**config.mk**
```make
export PLATFORM = sky130hd
export DESIGN_NAME = bus_timer
export DESIGN_NICKNAME = d
export VERILOG_FILES = /design/src/rtl/bus_timer_pkg.sv /design/src/rtl/bus_timer_prescaler.sv /design/src/rtl/bus_timer.sv
export SDC_FILE = /design/constraint.sdc
export NUM_CORES = 1
export LEC_CHECK = 0
export ABC_AREA = 1
export CAP_MARGIN = 25
export CORE_MARGIN = 2
export CORE_UTILIZATION = 45
export DETAILED_ROUTE_END_ITERATION = 10
export PLACE_DENSITY = 0.83
export SYNTH_ARGS = -nofsm -noshare
export SYNTH_HDL_FRONTEND = slang
export SYNTH_SLANG_ARGS = --single-unit
```
**constraint.sdc**
```tcl
create_clock -name clk -period 2.26 [get_ports clk]
set_input_delay 0.226 -clock clk [delete_from_list [all_inputs] [get_ports clk]]
set_output_delay 0.226 -clock clk [all_outputs]
set_load 0.02 [all_outputs]
```
**src/rtl/bus_timer_pkg.sv**
```systemverilog
// rtl/bus_timer_pkg.sv - shared register map, bit positions and encodings for bus_timer
package bus_timer_pkg;

    localparam int ADDR_W     = 32;
    localparam int DATA_W     = 32;
    localparam int PRESCALE_W = 16;

    // Register offset is the word index addr[OFF_MSB:OFF_LSB].
    localparam int OFF_LSB = 2;
    localparam int OFF_MSB = 4;

    localparam logic [OFF_MSB-OFF_LSB:0] OFF_CTRL     = 3'd0;
    localparam logic [OFF_MSB-OFF_LSB:0] OFF_PRESET   = 3'd1;
    localparam logic [OFF_MSB-OFF_LSB:0] OFF_COUNT    = 3'd2;
    localparam logic [OFF_MSB-OFF_LSB:0] OFF_STATUS   = 3'd3;
    localparam logic [OFF_MSB-OFF_LSB:0] OFF_PRESCALE = 3'd4;

    localparam int CTRL_EN   = 0;
    localparam int CTRL_MODE = 1;
    localparam int CTRL_IM   = 2;
    localparam int STATUS_IP = 0;

    localparam logic MODE_ONESHOT = 1'b0;
    localparam logic MODE_AUTO    = 1'b1;

    typedef struct packed {
        logic im;
        logic mode;
        logic en;
    } ctrl_t;

    // Places the CTRL fields at their architectural bit positions.
    function automatic logic [DATA_W-1:0] ctrl_word(input ctrl_t c);
        logic [DATA_W-1:0] w;
        w            = '0;
        w[CTRL_EN]   = c.en;
        w[CTRL_MODE] = c.mode;
        w[CTRL_IM]   = c.im;
        return w;
    endfunction

endpackage

```
**src/rtl/bus_timer_prescaler.sv**
```systemverilog
// rtl/bus_timer_prescaler.sv - tick divider, one tick every div+1 enabled cycles
//   clk, rst (async active-low) : clock and reset
//   en   : counting enable; counter held clear while low
//   load : divisor being rewritten; counter cleared, no tick this cycle
//   div  : terminal count
//   tick : one-cycle pulse at terminal count (combinational)
module bus_timer_prescaler
    import bus_timer_pkg::*;
(
    input  logic                  clk,
    input  logic                  rst,
    input  logic                  en,
    input  logic                  load,
    input  logic [PRESCALE_W-1:0] div,
    output logic                  tick
);

    logic [PRESCALE_W-1:0] cnt_q, cnt_d;

    always_comb begin
        cnt_d = cnt_q;
        tick  = 1'b0;
        if (!en || load) begin
            cnt_d = '0;
        end else if (cnt_q == div) begin
            tick  = 1'b1;
            cnt_d = '0;
        end else begin
            cnt_d = cnt_q + 1'b1;
        end
    end

    always_ff @(posedge clk or negedge rst) begin
        if (!rst) begin
            cnt_q <= '0;
        end else begin
            cnt_q <= cnt_d;
        end
    end

endmodule

```
**src/rtl/bus_timer.sv**
```systemverilog
// rtl/bus_timer.sv - memory-mapped down-counting timer with level interrupt
//   clk, rst (async active-low) : clock and reset
//   sel, dm_w, dm_r, addr, wdata, dm_op : peripheral bus (dm_op ignored, full-word only)
//   rdata : combinational read data, zero when no read is selected
//   irq   : IP & IM
//   Optional macro TIMER_PRESCALE_EN adds the PRESCALE register and tick divider.
module bus_timer
    import bus_timer_pkg::*;
#(
    parameter int          CNT_W      = 32,
    parameter int unsigned PRESET_RST = 0
) (
    input  logic              clk,
    input  logic              rst,
    input  logic              sel,
    input  logic              dm_w,
    input  logic              dm_r,
    input  logic [ADDR_W-1:0] addr,
    input  logic [DATA_W-1:0] wdata,
    input  logic [2:0]        dm_op,
    output logic [DATA_W-1:0] rdata,
    output logic              irq
);

    logic [OFF_MSB-OFF_LSB:0] off;
    logic ctrl_we, preset_we, status_we;

    ctrl_t            ctrl_q, ctrl_d;
    logic             ip_q, ip_d;
    logic [CNT_W-1:0] preset_q, preset_d;
    logic [CNT_W-1:0] count_q, count_d;

    logic              tick;
    logic              count_zero, dec, expire, reload;
    logic [DATA_W-1:0] prescale_rd;
    logic              unused_ok;

    assign off       = addr[OFF_MSB:OFF_LSB];
    assign ctrl_we   = sel && dm_w && (off == OFF_CTRL);
    assign preset_we = sel && dm_w && (off == OFF_PRESET);
    assign status_we = sel && dm_w && (off == OFF_STATUS);

    assign unused_ok = ^{dm_op, addr[ADDR_W-1:OFF_MSB+1], addr[OFF_LSB-1:0], wdata};

`ifdef TIMER_PRESCALE_EN
    logic                  prescale_we;
    logic [PRESCALE_W-1:0] prescale_q, prescale_d;

    assign prescale_we = sel && dm_w && (off == OFF_PRESCALE);
    assign prescale_rd = DATA_W'(prescale_q);

    always_comb begin
        prescale_d = prescale_q;
        if (prescale_we) begin
            prescale_d = wdata[PRESCALE_W-1:0];
        end
    end

    always_ff @(posedge clk or negedge rst) begin
        if (!rst) begin
            prescale_q <= '0;
        end else begin
            prescale_q <= prescale_d;
        end
    end

    bus_timer_prescaler u_prescaler (
        .clk  (clk),
        .rst  (rst),
        .en   (ctrl_q.en),
        .load (prescale_we),
        .div  (prescale_q),
        .tick (tick)
    );
`else
    assign tick        = ctrl_q.en;
    assign prescale_rd = '0;
`endif

    // A CTRL or PRESET write on the same edge pre-empts the tick entirely,
    // so neither a decrement nor an expiry happens on that edge.
    assign count_zero = (count_q == '0);
    assign dec        = tick && ctrl_q.en && !count_zero && !ctrl_we && !preset_we;
    assign expire     = dec && (count_q == CNT_W'(1));
    assign reload     = ctrl_q.en && (ctrl_q.mode == MODE_AUTO) && count_zero && !ctrl_we;

    always_comb begin
        ctrl_d   = ctrl_q;
        ip_d     = ip_q;
        preset_d = preset_q;
        count_d  = count_q;

        if (dec) begin
            count_d = count_q - 1'b1;
        end
        if (reload) begin
            count_d = preset_q;
        end
        if (expire && (ctrl_q.mode == MODE_ONESHOT)) begin
            ctrl_d.en = 1'b0;
        end
        if (ctrl_we) begin
            ctrl_d.en   = wdata[CTRL_EN];
            ctrl_d.mode = wdata[CTRL_MODE];
            ctrl_d.im   = wdata[CTRL_IM];
        end
        if (preset_we) begin
            preset_d = wdata[CNT_W-1:0];
            count_d  = wdata[CNT_W-1:0];
        end
        // Clear first so a simultaneous expiry leaves IP set.
        if (status_we && wdata[STATUS_IP]) begin
            ip_d = 1'b0;
        end
        if (expire) begin
            ip_d = 1'b1;
        end
    end

    always_ff @(posedge clk or negedge rst) begin
        if (!rst) begin
            ctrl_q   <= '0;
            ip_q     <= 1'b0;
            preset_q <= CNT_W'(PRESET_RST);
            count_q  <= CNT_W'(PRESET_RST);
        end else begin
            ctrl_q   <= ctrl_d;
            ip_q     <= ip_d;
            preset_q <= preset_d;
            count_q  <= count_d;
        end
    end

    always_comb begin
        rdata = '0;
        if (sel && dm_r) begin
            case (off)
                OFF_CTRL:     rdata = ctrl_word(ctrl_q);
                OFF_PRESET:   rdata = DATA_W'(preset_q);
                OFF_COUNT:    rdata = DATA_W'(count_q);
                OFF_STATUS:   rdata[STATUS_IP] = ip_q;
                OFF_PRESCALE: rdata = prescale_rd;
                default:      rdata = '0;
            endcase
        end
    end

    assign irq = ip_q && ctrl_q.im;

endmodule

```
==> flow_metrics.py <==
metrics = {
    "power": {
        "p_clk_share_pct": 17.2,
        "power_mw": 5.25,
        "ir_worst_vdd_mv": 0.384,
        "p_per_area_mw_per_mm2": 897,
        "swShare_pct": 44.4,
        "p_switching_mw": 2.33,
        "p_comb_share_pct": 45.2,
        "internal-power_mw": 2.92,
        "p_leak_nw": 3.16,
        "seqPwrFrac_pct": 37.6,
    },
    "setup_path": {
        "startpoint_type": "input port",
        "critical_path_arrival_ns": 1.85,
        "slowest_delay_ns": 0.42,
        "path_class": "in2out",
        "slowest_stage": "clkdlybuf4s50_1",
        "crit_top_cell": "nand2_1",
        "required_ns": 2.03,
        "r2r.worst_path.cells": 10,
        "endpoint_kind": "output pin",
        "worstPathMaxFanout": 10,
        "crit_chain": "clkdlybuf4s50_1 > nor2_1 > nand2_1 > inv_1 > buf_4 > nand2_1 > a21oi_1 > dlygate4sd2_1",
    },
    "sta": {
        "rsz0062_at_grt": "true",
        "layout_setup_ws_ns": 0.180,
        "worstMarginPinSlew_ns": 0.599,
        "slew_violations": 0,
        "skew_ns": 0.00827,
        "tns_ns": 0,
        "hold_slack_ns": 0.190,
        "min_period_ns": 2.08,
        "max_freq_mhz": 481,
        "relSlewSlack_pct": 59.8,
        "setup_viol": 0,
        "finalCritPeriodShare_pct": 92.0,
        "finalHoldViolCount": 0,
    },
    "logic_synthesis": {
        "synth_seq_cells": 68,
        "ys_seq_area_share_pct": 36.3,
        "synth_area_per_cell_sq_um": 6.21,
        "netlist.area_leader.share_pct": 36.3,
        "syn-num-nets": 828,
        "synth_top_family_by_area": "simple AND/OR/NAND/NOR gates",
        "synth_fa_ha_area_share_pct": 0.534,
        "synth_compound_gate_area_share_pct": 8.34,
        "synth_mux_area_share_pct": 0,
        "synth_xor_area_share_pct": 2.24,
        "ys_types": 33,
        "synth_warnings": 0,
        "netlist_top_cells_area": "dfrtp_1 (36%), nand2_1 (27%), nand3_1 (6.3%)",
        "syn_area_sq_mm": 0.00468,
        "yosys.area_share.simple_pct": 43.7,
        "syn_inst": 754,
        "synth_area_leader_cell": "dfrtp_1",
    },
    "run": {
        "drv_cap": 0,
    },
    "placement": {
        "routabilityCongestion": 0.950,
        "hpwl_mm": 9.40,
        "port_buffers": 72,
        "pre_cts_slack_ns": -0.0967,
    },
    "clock_tree": {
        "root_buffer": "clkbuf_8",
        "clock_sinks": 68,
        "h-tree-depth": 3,
        "cts_setup_buffers": 0,
        "clkTransAtPathRegs_ns": 0.07,
        "clockBufferDepth": 2,
        "numCtsBuffers": 9,
        "worstSkewPairLatency_ns": 0.36,
        "tritoncts": "built",
    },
    "final_layout": {
        "fin_util_pct": 57.1,
        "drive_above_1_share_pct": 6.90,
        "syn_to_final_growth_pct": 24.8,
        "n_antenna_cell": 0,
        "nets": 910,
    },
    "floorplanning": {
        "start_util_pct": 45.8,
        "die_area_sq_mm": 0.0112,
        "coreArea_sq_mm": 0.0102,
        "die_w_um": 106,
        "num_io_pins": 105,
        "dieHeight_um": 106,
        "std_cell_rows": 37,
    },
    "route": {
        "drtIter0Drc": 307,
        "dr.pass1.iters": 5,
        "drc": 0,
        "post_drt_wl_per_cell_um": 13.1,
        "vias": 4932,
        "antenna_left": 0,
        "avgViaCountPerCell": 5.05,
        "wirelength_mm": 12.7,
    },
    "global_routing": {
        "grt_pass1_wl_mm": 22.3,
        "grt_max_degree": 37,
        "antenna_found_initial": 0,
        "grt_overflow": 0,
        "grt_usage_pct": 24.4,
        "grt_pass1_vias": 4723,
    },
    "hold_path": {
        "hold_class": "in2async",
    },
    "outcome": {
        "status": "finished, final reports clean",
    },
}
cell families (layout without fill, tap and decap cells):
family,count (synthesis),in the layout
XOR/XNOR,12,12
adder cells (fa/ha/maj),2,2
buffers and inverters,101,187
AO/OA/AOI/OAI,74,74
flip-flops,68,68
AND/OR/NAND/NOR,497,497
worst max-delay path: cells and delay by family:
family,cells,cell delay (ns)
buffers and inverters,4,1.14
AOI/OAI and AO/OA,1,0.17
and+or+nand+nor,3,0.31
cell usage in the layout, fill, tap and decap left out, types with 2 or more instances in the layout:
cell | Yosys | layout
nand3_1 | 59 | 59
nor3_1 | 5 | 4
buf_12 | 0 | 3
nand3b_1 | 3 | 3
o211ai_1 | 3 | 3
nand2_1 | 337 | 337
nand2_2 | 3 | 3
buf_6 | 2 | 2
dfrtp_1 | 68 | 68
nor2_2 | 2 | 3
xor2_1 | 8 | 8
dlygate4sd2_1 | 0 | 28
and2_0 | 2 | 2
o21ai_0 | 33 | 33
buf_4 | 2 | 24
xnor2_1 | 4 | 4
clkbuf_8 | 0 | 11
clkinv_2 | 0 | 2
nor2_4 | 1 | 2
clkdlybuf4s50_1 | 0 | 39
inv_1 | 69 | 69
dlymetal6s2s_1 | 0 | 4
ha_1 | 2 | 2
nand4_1 | 12 | 12
nor2_1 | 69 | 67
clkbuf_1 | 13 | 2
a21oi_1 | 33 | 33
power by group through the flow:
stage	sequential (mW)	clock [mW]	combinational [mW]
finish	1.97	0.902	2.37
global route	2.04	0.980	2.76
CTS	1.97	0.925	2.36
detailed placement	1.99	0	2.35
global placement	1.97	0	2.29
floorplan	1.90	0	1.75
sequential cells by signal, indices dropped and copies added, names as in the netlist:
register,flops
count_q,32
preset_q,32
ctrl_q,2
ip_q,1
tick,1
area by class of cell:
class                      instances  area (sq um)
clock inverter                     2          10.0
tap                              136           170
sequential                        68          1700
clock buffer                      13           159
timing repair buffer             102           963
fill                            1009          4380
multi-input combinational        585          2580
inverter                          70           263
per-layer routing:
metal | global-route usage [%] | part of all wire [%] | up-vias
li1 | - | - | 2522
met1 | 33.9 | 47 | 2203
met2 | 38.3 | 44 | 174
met3 | 3.74 | 6.4 | 33
met4 | 9.87 | 2.4 | 0
met5 | 0 | 0 | -
worst paths after layout:
check	endpoint	from	slack, ns
setup / recovery	rdata[4]	addr[3]	0.18
hold reg to reg	preset_q[10]$_DFFE_PN0P_	preset_q[10]$_DFFE_PN0P_	0.49
max in group asynchronous	count_q[4]$_DFFE_PN0P_	rst	1.43
min in group clk	preset_q[23]$_DFFE_PN0P_	wdata[23]	0.42
hold / removal	preset_q[21]$_DFFE_PN0P_	rst	0.19
setup reg to reg	count_q[1]$_DFFE_PN0P_	count_q[1]$_DFFE_PN0P_	0.19
timing repair:
action | 4_1_cts | 5_1_grt
endpoints found under the hold margin | 68 | 0
resized for setup | 30 | 5
setup endpoints to repair | 32 | 7
pin swaps | 0 | 0
hold buffers | 1 | 0
gates cloned | 0 | 0
through the flow:
stage	instances	instance area, sq um
3_3_place_gp	960	5680
4_1_cts	976	5830
6_report	976	5850
2_1_floorplan	754	4680
3_5_place_dp	960	5680
5_1_grt	976	5850
synth_stat cells, drive strengths merged:
library cell	number
a21oi	34
a221oi	1
and2	3
buf	18
clkbuf	13
dfrtp	68
ha	2
inv	70
nand2	341
nand3	60
nand3b	3
nand4	12
nor2	73
nor3	5
o211ai	3
o21ai	35
o22ai	1
xnor2	4
xor2	8
No activity file was read; power rests on OpenSTA's default activity.
